**src/rtl/ysyx_25020037_axi_rd_slave_if.sv**
```systemverilog
// AXI4 read-address and read-data channel bundle (AR/R) shared by the read
// masters and the memory-backed read responder.
interface ysyx_25020037_axi_rd_slave_if;
    logic        arvalid;
    logic        arready;
    logic [31:0] araddr;
    logic [3:0]  arid;
    logic [7:0]  arlen;
    logic [2:0]  arsize;
    logic [1:0]  arburst;

    logic        rvalid;
    logic        rready;
    logic [31:0] rdata;
    logic [1:0]  rresp;
    logic        rlast;
    logic [3:0]  rid;

    modport master (
        output arvalid, araddr, arid, arlen, arsize, arburst, rready,
        input  arready, rvalid, rdata, rresp, rlast, rid
    );

    modport slave (
        input  arvalid, araddr, arid, arlen, arsize, arburst, rready,
        output arready, rvalid, rdata, rresp, rlast, rid
    );
endinterface

```
**src/rtl/ysyx_25020037_axi_rd_slave.sv**
```systemverilog
// AXI4 read responder in front of a synchronous-read word memory: one outstanding
// burst, per-beat range check. Define YSYX_25020037_RDELAY_EN for LFSR wait states.
module ysyx_25020037_axi_rd_slave #(
    parameter logic [31:0] BASE_ADDR = 32'h3000_0000,
    parameter logic [31:0] MEM_SIZE  = 32'h0100_0000
`ifdef YSYX_25020037_RDELAY_EN
   ,parameter logic [7:0]  LFSR_SEED = 8'hA5
`endif
) (
    input  logic                               clk,
    input  logic                               rst,
    ysyx_25020037_axi_rd_slave_if.slave        bus,
    output logic                               mem_ren,
    output logic [31:0]                        mem_raddr,
    input  logic [31:0]                        mem_rdata
);

    typedef enum logic [2:0] {
        S_IDLE,
        S_DELAY,
        S_FETCH,
        S_LOAD,
        S_RESP
    } state_e;

    localparam logic [1:0] RESP_OKAY   = 2'b00;
    localparam logic [1:0] RESP_SLVERR = 2'b10;
    localparam logic [1:0] RESP_DECERR = 2'b11;

    state_e      state_q, state_d;
    logic [31:0] addr_q, addr_d;
    logic [3:0]  id_q, id_d;
    logic [7:0]  len_q, len_d;
    logic [2:0]  size_q, size_d;
    logic        incr_q, incr_d;
    logic        err_q, err_d;
    logic [7:0]  beat_cnt_q, beat_cnt_d;

    logic        rvalid_q, rvalid_d;
    logic        rlast_q, rlast_d;
    logic [31:0] rdata_q, rdata_d;
    logic [1:0]  rresp_q, rresp_d;
    logic [3:0]  rid_q, rid_d;
    logic        mem_ren_q, mem_ren_d;
    logic [31:0] mem_raddr_q, mem_raddr_d;

`ifdef YSYX_25020037_RDELAY_EN
    logic [7:0]  lfsr_q, lfsr_d;
    logic [1:0]  dly_q, dly_d;
`endif

    logic        start_beat;
    logic [31:0] start_addr;
    logic        start_err;
    logic        issue;
    logic [31:0] issue_addr;
    logic        issue_err;
    logic [31:0] next_addr;

    // Offset arithmetic wraps, so a single unsigned compare covers both bounds.
    function automatic logic in_range(input logic [31:0] word_addr);
        logic [31:0] offset;
        offset = word_addr - BASE_ADDR;
        return offset < MEM_SIZE;
    endfunction

    assign bus.arready = (state_q == S_IDLE);
    assign bus.rvalid  = rvalid_q;
    assign bus.rlast   = rlast_q;
    assign bus.rdata   = rdata_q;
    assign bus.rresp   = rresp_q;
    assign bus.rid     = rid_q;
    assign mem_ren     = mem_ren_q;
    assign mem_raddr   = mem_raddr_q;

    // NOTE: every variable gets a default before the case so no path leaves one
    // unassigned; an unassigned path in always_comb would infer a latch.
    always_comb begin
        state_d     = state_q;
        addr_d      = addr_q;
        id_d        = id_q;
        len_d       = len_q;
        size_d      = size_q;
        incr_d      = incr_q;
        err_d       = err_q;
        beat_cnt_d  = beat_cnt_q;
        rvalid_d    = rvalid_q;
        rlast_d     = rlast_q;
        rdata_d     = rdata_q;
        rresp_d     = rresp_q;
        rid_d       = rid_q;
        mem_ren_d   = 1'b0;
        mem_raddr_d = mem_raddr_q;
`ifdef YSYX_25020037_RDELAY_EN
        lfsr_d      = lfsr_q;
        dly_d       = dly_q;
`endif
        start_beat  = 1'b0;
        start_addr  = addr_q;
        start_err   = err_q;
        issue       = 1'b0;
        issue_addr  = addr_q;
        issue_err   = err_q;
        next_addr   = incr_q ? addr_q + (32'd1 << size_q) : addr_q;

        case (state_q)
            S_IDLE: begin
                if (bus.arvalid) begin
                    addr_d     = bus.araddr;
                    id_d       = bus.arid;
                    len_d      = bus.arlen;
                    size_d     = bus.arsize;
                    incr_d     = (bus.arburst == 2'b01);
                    err_d      = (bus.arsize > 3'd2) | bus.arburst[1];
                    beat_cnt_d = 8'd0;
                    start_beat = 1'b1;
                    start_addr = bus.araddr;
                    start_err  = err_d;
                end
            end
`ifdef YSYX_25020037_RDELAY_EN
            S_DELAY: begin
                if (dly_q == 2'd1) begin
                    issue = 1'b1;
                end else begin
                    dly_d = dly_q - 2'd1;
                end
            end
`endif
            S_FETCH: begin
                state_d = S_LOAD;
            end
            S_LOAD: begin
                rvalid_d = 1'b1;
                rlast_d  = (beat_cnt_q == len_q);
                rid_d    = id_q;
                if (err_q) begin
                    rdata_d = 32'd0;
                    rresp_d = RESP_SLVERR;
                end else if (!in_range({addr_q[31:2], 2'b00})) begin
                    rdata_d = 32'd0;
                    rresp_d = RESP_DECERR;
                end else begin
                    rdata_d = mem_rdata;
                    rresp_d = RESP_OKAY;
                end
                state_d = S_RESP;
            end
            S_RESP: begin
                if (bus.rready) begin
                    rvalid_d = 1'b0;
                    rlast_d  = 1'b0;
                    if (rlast_q) begin
                        state_d = S_IDLE;
                    end else begin
                        beat_cnt_d = beat_cnt_q + 8'd1;
                        addr_d     = next_addr;
                        start_beat = 1'b1;
                        start_addr = next_addr;
                    end
                end
            end
            default: state_d = S_IDLE;
        endcase

        // A new beat either waits in DELAY or goes straight to the memory fetch.
        if (start_beat) begin
`ifdef YSYX_25020037_RDELAY_EN
            lfsr_d = {lfsr_q[6:0], lfsr_q[7] ^ lfsr_q[5] ^ lfsr_q[4] ^ lfsr_q[3]};
            if (lfsr_q[1:0] == 2'd0) begin
                issue      = 1'b1;
                issue_addr = start_addr;
                issue_err  = start_err;
            end else begin
                state_d = S_DELAY;
                dly_d   = lfsr_q[1:0];
            end
`else
            issue      = 1'b1;
            issue_addr = start_addr;
            issue_err  = start_err;
`endif
        end

        if (issue) begin
            state_d     = S_FETCH;
            mem_ren_d   = in_range({issue_addr[31:2], 2'b00}) & ~issue_err;
            mem_raddr_d = {issue_addr[31:2], 2'b00};
        end
    end

    // NOTE: sequential state uses non-blocking assignments so every flop samples
    // the pre-edge value of every other flop, independent of statement order.
    always_ff @(posedge clk or posedge rst) begin
        if (rst) begin
            state_q     <= S_IDLE;
            addr_q      <= 32'd0;
            id_q        <= 4'd0;
            len_q       <= 8'd0;
            size_q      <= 3'd0;
            incr_q      <= 1'b0;
            err_q       <= 1'b0;
            beat_cnt_q  <= 8'd0;
            rvalid_q    <= 1'b0;
            rlast_q     <= 1'b0;
            rdata_q     <= 32'd0;
            rresp_q     <= 2'b00;
            rid_q       <= 4'd0;
            mem_ren_q   <= 1'b0;
            mem_raddr_q <= 32'd0;
`ifdef YSYX_25020037_RDELAY_EN
            lfsr_q      <= LFSR_SEED;
            dly_q       <= 2'd0;
`endif
        end else begin
            state_q     <= state_d;
            addr_q      <= addr_d;
            id_q        <= id_d;
            len_q       <= len_d;
            size_q      <= size_d;
            incr_q      <= incr_d;
            err_q       <= err_d;
            beat_cnt_q  <= beat_cnt_d;
            rvalid_q    <= rvalid_d;
            rlast_q     <= rlast_d;
            rdata_q     <= rdata_d;
            rresp_q     <= rresp_d;
            rid_q       <= rid_d;
            mem_ren_q   <= mem_ren_d;
            mem_raddr_q <= mem_raddr_d;
`ifdef YSYX_25020037_RDELAY_EN
            lfsr_q      <= lfsr_d;
            dly_q       <= dly_d;
`endif
        end
    end

endmodule
```
**src/flat_wrapper.sv**
```systemverilog
// flat-port wrapper written by rule: the top's interface ports become plain ports
module ysyx_25020037_axi_rd_slave_flat 
#(
    parameter logic [31:0] BASE_ADDR = 32'h3000_0000,
    parameter logic [31:0] MEM_SIZE  = 32'h0100_0000

)
  (clk, rst, mem_ren, mem_raddr, mem_rdata, bus_arvalid, bus_araddr, bus_arid, bus_arlen, bus_arsize, bus_arburst, bus_rready, bus_arready, bus_rvalid, bus_rdata, bus_rresp, bus_rlast, bus_rid);
  ysyx_25020037_axi_rd_slave_if bus_i ();
  input  logic clk;
  input  logic rst;
  output logic mem_ren;
  output logic [31:0] mem_raddr;
  input  logic [31:0] mem_rdata;
  input wire logic [$bits(bus_i.arvalid)-1:0] bus_arvalid;
  input wire logic [$bits(bus_i.araddr)-1:0] bus_araddr;
  input wire logic [$bits(bus_i.arid)-1:0] bus_arid;
  input wire logic [$bits(bus_i.arlen)-1:0] bus_arlen;
  input wire logic [$bits(bus_i.arsize)-1:0] bus_arsize;
  input wire logic [$bits(bus_i.arburst)-1:0] bus_arburst;
  input wire logic [$bits(bus_i.rready)-1:0] bus_rready;
  output wire logic [$bits(bus_i.arready)-1:0] bus_arready;
  output wire logic [$bits(bus_i.rvalid)-1:0] bus_rvalid;
  output wire logic [$bits(bus_i.rdata)-1:0] bus_rdata;
  output wire logic [$bits(bus_i.rresp)-1:0] bus_rresp;
  output wire logic [$bits(bus_i.rlast)-1:0] bus_rlast;
  output wire logic [$bits(bus_i.rid)-1:0] bus_rid;
  assign bus_i.arvalid = bus_arvalid;
  assign bus_i.araddr = bus_araddr;
  assign bus_i.arid = bus_arid;
  assign bus_i.arlen = bus_arlen;
  assign bus_i.arsize = bus_arsize;
  assign bus_i.arburst = bus_arburst;
  assign bus_i.rready = bus_rready;
  assign bus_arready = bus_i.arready;
  assign bus_rvalid = bus_i.rvalid;
  assign bus_rdata = bus_i.rdata;
  assign bus_rresp = bus_i.rresp;
  assign bus_rlast = bus_i.rlast;
  assign bus_rid = bus_i.rid;
  ysyx_25020037_axi_rd_slave #(.BASE_ADDR(BASE_ADDR), .MEM_SIZE(MEM_SIZE)) u_core (.clk(clk), .rst(rst), .bus(bus_i), .mem_ren(mem_ren), .mem_raddr(mem_raddr), .mem_rdata(mem_rdata));
endmodule
```
**config.mk**
```make
export PLATFORM = sky130hd
export DESIGN_NAME = ysyx_25020037_axi_rd_slave_flat
export DESIGN_NICKNAME = d
export VERILOG_FILES = /design/src/rtl/ysyx_25020037_axi_rd_slave_if.sv /design/src/rtl/ysyx_25020037_axi_rd_slave.sv /design/src/flat_wrapper.sv
export SDC_FILE = /design/constraint.sdc
export NUM_CORES = 1
export LEC_CHECK = 0
export ABC_AREA = 1
export BUFFER_PORTS_ARGS = -buffer_cell sky130_fd_sc_hd__buf_2
export CAP_MARGIN = 20
export CORE_MARGIN = 2
export CORE_UTILIZATION = 50
export CTS_BUF_LIST = sky130_fd_sc_hd__clkbuf_4 sky130_fd_sc_hd__clkbuf_8
export DETAILED_ROUTE_END_ITERATION = 12
export PLACE_DENSITY_LB_ADDON = 0.08
export SYNTH_ARGS = -nofsm -noshare
export SYNTH_HDL_FRONTEND = slang
export SYNTH_SLANG_ARGS = --single-unit
```
**constraint.sdc**
```tcl
create_clock -name clk -period 6.2 [get_ports clk]
set_clock_uncertainty 0.1 [all_clocks]
set_input_delay 1.24 -clock clk [delete_from_list [all_inputs] [get_ports clk]]
set_output_delay 1.24 -clock clk [all_outputs]
set_load 0.03 [all_outputs]
```
Yosys cells after proc, flatten, opt, wreduce, memory -nomap -nowiden
Cells that the tools add are included.
W data, S select, Z words.

storage, ports and cells
  register bits = 131
  output and inout bits = 74

operators by class
  shift operators = 1
  eq/ne operators = 11
  multiplexer cells = 30
  bitwise gates (word level) = 3
  order comparisons = 3
  reduce and logical (&&, ||, !) cells = 7
  add/sub/neg operators = 4

operator list
  cell                      number
  $mux W32                  7
  $lt A32 B25 Y1 const B    2
  $pmux W32 S2              1
  $sub A32 B30 Y32 const B  2
  $add A32 B32 Y32          1
  $shl A1 B3 Y32 const A    1
  $mux W8                   3
  $pmux W8 S2               1
  $pmux W3 S4               1
  $mux W1                   9
  $mux W3                   3
  $add A8 B1 Y8 const B     1
  $eq A8 B8 Y1              1
  $eq A3 B2 Y1 const B      2
  $ne A2 B2 Y1 const B      3
  $pmux W1 S2               3
  $mux W2                   2
  $reduce_and A2 Y1         2
  $reduce_and A4 Y1         1
  $reduce_bool A2 Y1        2
  $eq A3 B3 Y1 const B      1
  $gt A3 B2 Y1 const B      1
  $logic_not A3 Y1          1
  $ne A3 B1 Y1 const B      1
  7 further kinds           7

Logic depth before layout (Yosys ltp)
Gate-level depths: netlist of run 1.

  depth after elaboration = 11
  depth in mapped cells = 18
  mapped depth without buffers = 18

Worst setup path after synthesis of run 1
Ideal clock, no wire load.

  path kind = input to register
  start point = input bus_arvalid
  end point = register u_core.mem_raddr_q[15] (netlist: u_core.mem_raddr[15])
  arrival = 2.200 ns
  library setup time = 0.082 ns
  data required time = 6.018 ns
  stages = 5
  path slack = 3.819 ns
  cell sequence = o21ai_1 buf_2 buf_2 a22oi_1 a31oi_1

between the ends
  word-level cells in the longest chain between the ends = 3
  elaborated cells between the ends (all ways) = 6
  those cells by class = mux: 6

ends and longest elaborated chain
  what                                         RTL line                           RTL
  start, declared                              flat_wrapper.sv:15                 input wire logic [$bits(bus_i.arvalid)-1:0] bus_arvalid;
  $mux W32 or $mux W1 (tied branches)          ysyx_25020037_axi_rd_slave.sv:108  if (bus.arvalid) begin
  $pmux W32 S2 or $pmux W1 S2 (tied branches)  ysyx_25020037_axi_rd_slave.sv:106  case (state_q)
  $mux W32 or $mux W1 (tied branches)          ysyx_25020037_axi_rd_slave.sv:167  if (start_beat) begin
  end signal, assigned                         ysyx_25020037_axi_rd_slave.sv:230  mem_raddr_q <= mem_raddr_d;
  end, declared                                ysyx_25020037_axi_rd_slave.sv:45   logic [31:0] mem_raddr_q, mem_raddr_d;

Parallel ways exist; a longest one is shown, timed or not.
A chain may end at the register's enable or synchronous reset.

Worst setup path in the final report of run 1
  start point = input bus_arvalid
  end point = register u_core.beat_cnt_q[6]

between the ends
  word-level cells in the longest chain between the ends = 2

ends and longest elaborated chain
  what                         RTL line                           RTL
  $ne A2 B2 Y1 (no line)       -
  $reduce_and A4 Y1 (no line)  -
  end signal, assigned         ysyx_25020037_axi_rd_slave.sv:223  beat_cnt_q <= beat_cnt_d;
  end, declared                ysyx_25020037_axi_rd_slave.sv:37   logic [7:0] beat_cnt_q, beat_cnt_d;

Every way passes these cells.

==> results.json, run 1 <==
{
  "overflow": 0,
  "crit_path_start_kind": "input pin",
  "register_area_um2": 3280,
  "viasPerCell": 5.27,
  "cts_tree": "built",
  "p_per_area_nw_per_um2": 469,
  "path_class": "in -> reg",
  "dp_hpwl_um": 12600,
  "grt_max_degree": 88,
  "synth_edf_count": 0,
  "async_flop_share_pct": 100,
  "die_h_um": 119,
  "finalHoldViolations": 0,
  "syn_inst": 788,
  "crit_top_cell": "nand2_2",
  "clk_pin_slew_worst_paths_ns": 0.08,
  "slowest_stage": "nand2_2",
  "vdd_drop_max_v": 0.000250,
  "route.detailed.drc": 0,
  "cts_setup_buffers": 0,
  "yosysMostFrequentCell": "nand2_1",
  "avgSynthCellArea_um2": 8.46,
  "fin_area_um2": 7980,
  "period_share_pct": 53.3,
  "synth_top_cell_by_area": "dfrtp_1",
  "ctsHtreeMaxLevel": 4,
  "ios": 159,
  "dpl_cell_area_um2": 7510,
  "port_buffers": 156,
  "drtIter0Drc": 348,
  "grt_pass1_wl_um": 28500,
  "multi_input_area_um2": 2940,
  "synth_ff_type": "dfrtp_1",
  "setup_violations": 0,
  "grt_util_all_layers_pct": 25.4,
  "synth_commonest_cells": "nand2_1, dfrtp_1, inv_1",
  "cts_root_buf": "clkbuf_8",
  "postRouteAntennaNets": 0,
  "fp.dieArea_um2": 14300,
  "yosysWarnings": 0,
  "worstPathMaxFanout": 48,
  "route.vias.total": 5935,
  "dr.pass1.iters": 5,
  "coreArea_um2": 13100,
  "worstMarginPinSlew_ns": 0.900,
  "min_path_type": "reg -> reg",
  "synth_seq_area_share_pct": 49.2,
  "layout-drive-gt1-share_pct": 26.2,
  "place_congestion": 0.873,
  "cts_resized": 0,
  "clock_sinks": 131,
  "rsz0062_at_grt": "false",
  "cp.required_ns": 6.47,
  "std_cell_rows": 42,
  "crit_chain": "buf_2 -> nand2_2 -> nand2_2 -> inv_2 -> nor2_2 -> nand3_1 -> nor2_1 -> o21ai_0 -> a21oi_1",
  "cts_buffers": 17,
  "start_util_pct": 50.7,
  "fin_tns_setup_ns": 0,
  "end_kind": "flip-flop",
  "filler_cell_count": 1238,
  "maxCapViolCount": 0,
  "outcome": "completed",
  "antenna_found_initial": 0,
  "insertion_delay_ns": 0.45,
  "diodes": 0,
  "synth_cell_types": 46,
  "relSlewSlack_pct": 39.8,
  "p_total_w": 0.00374,
  "critPathArrivalTime_ns": 3.58,
  "synth_area_um2": 6660,
  "routed_wirelength_um": 17400,
  "syn_to_final_growth_pct": 19.8,
  "finalCriticalPeriod_ns": 3.31,
  "wl_per_cell_um": 15.5,
  "cts.path.max_buffers": 2,
  "grt_pass1_vias": 5744,
  "max_freq_mhz": 302,
  "die_w_um": 119,
  "maxSlewViolCount": 0,
  "cts_hold_buf": 0,
  "synthTopCellsByArea": "dfrtp_1, nand2_1, nand3_1, a22o_1, inv_1",
  "nNetsFinal": 1033,
  "synth_top_area_share_pct": 49.2,
  "critPathMaxStageDelay_ns": 0.81,
  "synth_seq_cells": 131,
  "power.leakage_nw": 4.12
}
==> through the flow <==
step / setup WS [ns] / std cells / utilization [%] / hold WS [ns]
floorplan: 1.36 / 789 / - / 0.349
global placement: 2.51 / 1094 / 57.2 / 0.353
detailed placement: 2.37 / 1094 / 57.2 / 0.356
CTS: 2.88 / 1125 / 60.6 / 0.377
global route: 2.56 / 1126 / 60.8 / 0.408
finish: 2.89 / 1126 / 60.8 / 0.374
==> final cells by class <==
type	count	share of cell area, %
sequential	131	41.1
multi-input combinational	556	36.8
timing repair buffer	159	10.3
inverter	73	3.49
clock buffer	18	3.10
tap	176	2.76
clock inverter	13	2.49
==> report_power, final <==
group | internal [W] | switching, W | total, W
clock network | 0.000455 | 0.000365 | 0.000819
logic | 0.000487 | 0.00105 | 0.00153
registers | 0.00114 | 0.000255 | 0.00139
total | 0.00208 | 0.00167 | 0.00374
==> placed cells by master, fill, tap and decap left out, types with 2 or more instances in the layout <==
| cell | count |
|---|---|
| nand2_1 | 212 |
| buf_2 | 156 |
| dfrtp_1 | 131 |
| inv_1 | 63 |
| nand3_1 | 63 |
| nor2_1 | 56 |
| a22o_1 | 32 |
| o21ai_0 | 24 |
| a22oi_1 | 23 |
| a21oi_1 | 20 |
| clkbuf_8 | 18 |
| nand2_2 | 16 |
| a31oi_1 | 15 |
| nor3_1 | 14 |
| nor2_2 | 13 |
| ha_1 | 9 |
| inv_2 | 8 |
| nand4_1 | 7 |
| nor3_2 | 5 |
| o211ai_1 | 4 |
| nor2_4 | 4 |
| xor2_1 | 4 |
| xnor2_1 | 4 |
| bufinv_16 | 4 |
| or2_2 | 3 |
| o21ai_1 | 3 |
| nand3_2 | 3 |
| a21o_1 | 3 |
| inv_6 | 3 |
| clkinv_4 | 3 |
| o31ai_1 | 2 |
| inv_4 | 2 |
| a21oi_2 | 2 |
| and3_1 | 2 |
| conb_1 | 2 |
| clkinvlp_4 | 2 |
| buf_4 | 2 |
==> layer usage <==
| metal | up-vias | part of all wire (%) | GRT usage (%) |
|---|---|---|---|
| li1 | 2929 | - | - |
| met1 | 2823 | 44 | 33.2 |
| met2 | 165 | 48 | 41.9 |
| met3 | 18 | 6.2 | 6.66 |
| met4 | 0 | 1.4 | 7.06 |
| met5 | - | 0 | 0 |
==> logic make-up (layout without fill, tap and decap cells) <==
group | after synthesis | after routing | synth area share [%]
adders and majority gates | 10 | 10 | 1.99
buffers and inverters | 102 | 263 | 6.78
DFF | 131 | 131 | 49.2
other | 1 | 2 | 0.0563
xor gates and xnor gates | 8 | 8 | 1.05
and+or+nand+nor | 402 | 402 | 27.1
AOI/OAI and AO/OA | 134 | 134 | 13.8
==> registers in the layout, indices dropped and copies added (netlist names), named ones only <==
register	count
u_core.bus.rdata	32
u_core.addr_q	30
u_core.mem_raddr	30
u_core.beat_cnt_q	8
u_core.len_q	8
u_core.bus.rid	4
u_core.id_q	4
u_core.size_q	3
u_core.state_q	3
u_core.bus.rresp	2
u_core.bus.rlast	1
u_core.bus.rvalid	1
u_core.err_q	1
u_core.incr_q	1
u_core.mem_ren	1
==> worst max-delay path, delay by kind of cell <==
kind / cells / cell delay (ns)
AND/OR/NAND/NOR: 5 / 1.62
buffers and inverters: 2 / 0.47
AO/OA/AOI/OAI: 2 / 0.24
==> worst paths after layout <==
check,from,to,slack (ns),cells after the start
setup / recovery,bus_arvalid,u_core.beat_cnt_q[6],2.89,9
hold / removal,u_core.bus.rvalid,u_core.bus.rvalid,0.37,2
setup reg to reg,u_core.state_q[0],u_core.beat_cnt_q[6],3.03,9
hold reg to reg,u_core.bus.rvalid,u_core.bus.rvalid,0.37,2
max in group asynchronous,rst,u_core.addr_q[6],4.05,4
min in group asynchronous,rst,u_core.bus.rdata[24],0.72,2
Note: power is estimated with default switching activity, not from simulation.
==> run 2: changes to the inputs <==
Clock period 6.2 ns to 3.1 ns, I/O delays scaled along.
==> run 2 against run 1 <==
Net effect: critical path depth increased by 6; hold slack got worse by 0.11 ns; routed wire length increased by 2.4%; via count increased by 3.3%; register-to-register slack got worse by 2.7 ns; core utilization unchanged; combinational power increased by 110%; cell area unchanged; die area unchanged; critical path type is now reg -> reg; critical endpoint is now u_core.mem_ren.
==> results.json, run 2 (synthesized netlist as in run 1, its figures left out) <==
{
  "outcome": "completed",
  "grt_max_degree": 132,
  "max_freq_mhz": 358,
  "cts_hold_buf": 0,
  "relSlewSlack_pct": 53.8,
  "cp.required_ns": 3.38,
  "setup_violations": 0,
  "register_area_um2": 3280,
  "vdd_drop_max_v": 0.000572,
  "cts_resized": 0,
  "cts_buffers": 17,
  "drtIter0Drc": 351,
  "layout-drive-gt1-share_pct": 26.6,
  "p_total_w": 0.00747,
  "nNetsFinal": 1037,
  "postRouteAntennaNets": 0,
  "filler_cell_count": 1225,
  "top_usage_layer": "met2",
  "routed_wirelength_um": 17800,
  "largest_reg_flops": 32,
  "worstPathMaxFanout": 5,
  "maxSlewViolCount": 0,
  "dr.pass1.iters": 5,
  "clk_pin_slew_worst_paths_ns": 0.08,
  "grt_pass1_wl_um": 29300,
  "path_class": "reg -> reg",
  "grt_pass1_vias": 6045,
  "use_met1_pct": 34.1,
  "route.vias.total": 6133,
  "grt_util_all_layers_pct": 25.9,
  "syn_to_final_growth_pct": 19.8,
  "ios": 159,
  "worstMarginPinSlew_ns": 0.694,
  "insertion_delay_ns": 0.45,
  "grt_use_met2_pct": 40.7,
  "start_util_pct": 50.7,
  "viasPerCell": 5.42,
  "end_kind": "flip-flop",
  "overflow": 0,
  "finalCriticalPeriod_ns": 2.79,
  "reg2reg_slack_ns": 0.31,
  "fin_tns_setup_ns": 0,
  "cts_setup_buffers": 0,
  "cts_tree": "built",
  "min_path_type": "in -> reg",
  "port_buffers": 156,
  "ctsHtreeMaxLevel": 4,
  "antenna_found_initial": 0,
  "dp_hpwl_um": 13000,
  "coreArea_um2": 13100,
  "rsz0062_at_grt": "false",
  "wl_per_cell_um": 15.8,
  "globalRouteMet3Util_pct": 7.85,
  "cts.path.max_buffers": 2,
  "clock_sinks": 131,
  "p_per_area_nw_per_um2": 935,
  "crit_path_start_kind": "flip-flop",
  "power.leakage_nw": 4.12,
  "critPathArrivalTime_ns": 3.07,
  "mostFrequentLayoutCells": "nand2_1, buf_2, dfrtp_1",
  "final_common_cell": "nand2_1",
  "place_congestion": 0.914,
  "finalHoldViolations": 0,
  "die_h_um": 119,
  "route.detailed.drc": 0,
  "maxCapViolCount": 0,
  "fp.dieArea_um2": 14300,
  "std_cell_rows": 42,
  "die_w_um": 119,
  "diodes": 0,
  "cts_root_buf": "clkbuf_8",
  "multi_input_area_um2": 2940,
  "period_share_pct": 90.1
}
[run 2: power breakdown]
| part | internal (W) | leakage, nW | total [W] | switching [W] |
|---|---|---|---|---|
| combinational | 0.00100 | 2.24 | 0.00314 | 0.00214 |
| clock | 0.000849 | 0.207 | 0.00155 | 0.000698 |
| sequential | 0.00228 | 1.68 | 0.00278 | 0.000506 |
[run 2: layer usage]
layer,share of wire (%),up-vias
li1,-,2932
met1,44,2957
met2,47,209
met3,6.8,35
met4,2.7,0
met5,0,-
[run 2: metrics by stage]
step / hold slack (ns) / util (%) / setup WS, ns / std cells / area, um^2
2_1_floorplan: 0.349 / - / 0.757 / 789 / 6670
3_3_place_gp: 0.351 / 57.6 / 0.335 / 1099 / 7560
3_5_place_dp: 0.361 / 57.6 / 0.360 / 1099 / 7560
4_1_cts: 0.235 / 60.8 / 0.338 / 1131 / 7980
5_1_grt: 0.245 / 60.8 / 0.0309 / 1131 / 7980
6_report: 0.262 / 60.8 / 0.306 / 1131 / 7980
[run 2: final timing paths]
path / from / end / depth (start not counted)
setup / recovery: u_core.size_q[0] / u_core.mem_ren / 15
hold / removal: bus_arlen[7] / u_core.len_q[7] / 3
setup reg to reg: u_core.size_q[0] / u_core.mem_ren / 15
hold reg to reg: u_core.bus.rvalid / u_core.bus.rvalid / 2
max in group asynchronous: rst / u_core.addr_q[24] / 3
min in group asynchronous: rst / u_core.bus.rdata[17] / 3
[run 2: cell type report]
| class | count | share of cell area, % |
|---|---|---|
| Clock inverter | 11 | 1.91 |
| Inverter | 73 | 3.51 |
| Timing Repair Buffer | 163 | 10.6 |
| Multi-Input combinational cell | 556 | 36.8 |
| Tap cell | 176 | 2.76 |
| Sequential cell | 131 | 41.1 |
| Clock buffer | 21 | 3.39 |
[run 2: critical path: stages, from the launching register on]
cell and delay, ns:
dfrtp_1 0.43, nor3_1 0.27, ha_1 0.27, fa_1 0.33, nand2_1 0.14, a21oi_2 0.22, nand3_1 0.14, nand2_1 0.15
nand4_1 0.10, nand3_1 0.10, nand2_1 0.07, inv_1 0.09, nand2_1 0.06, nor2_1 0.08, nand3_1 0.08, nor2_1 0.09
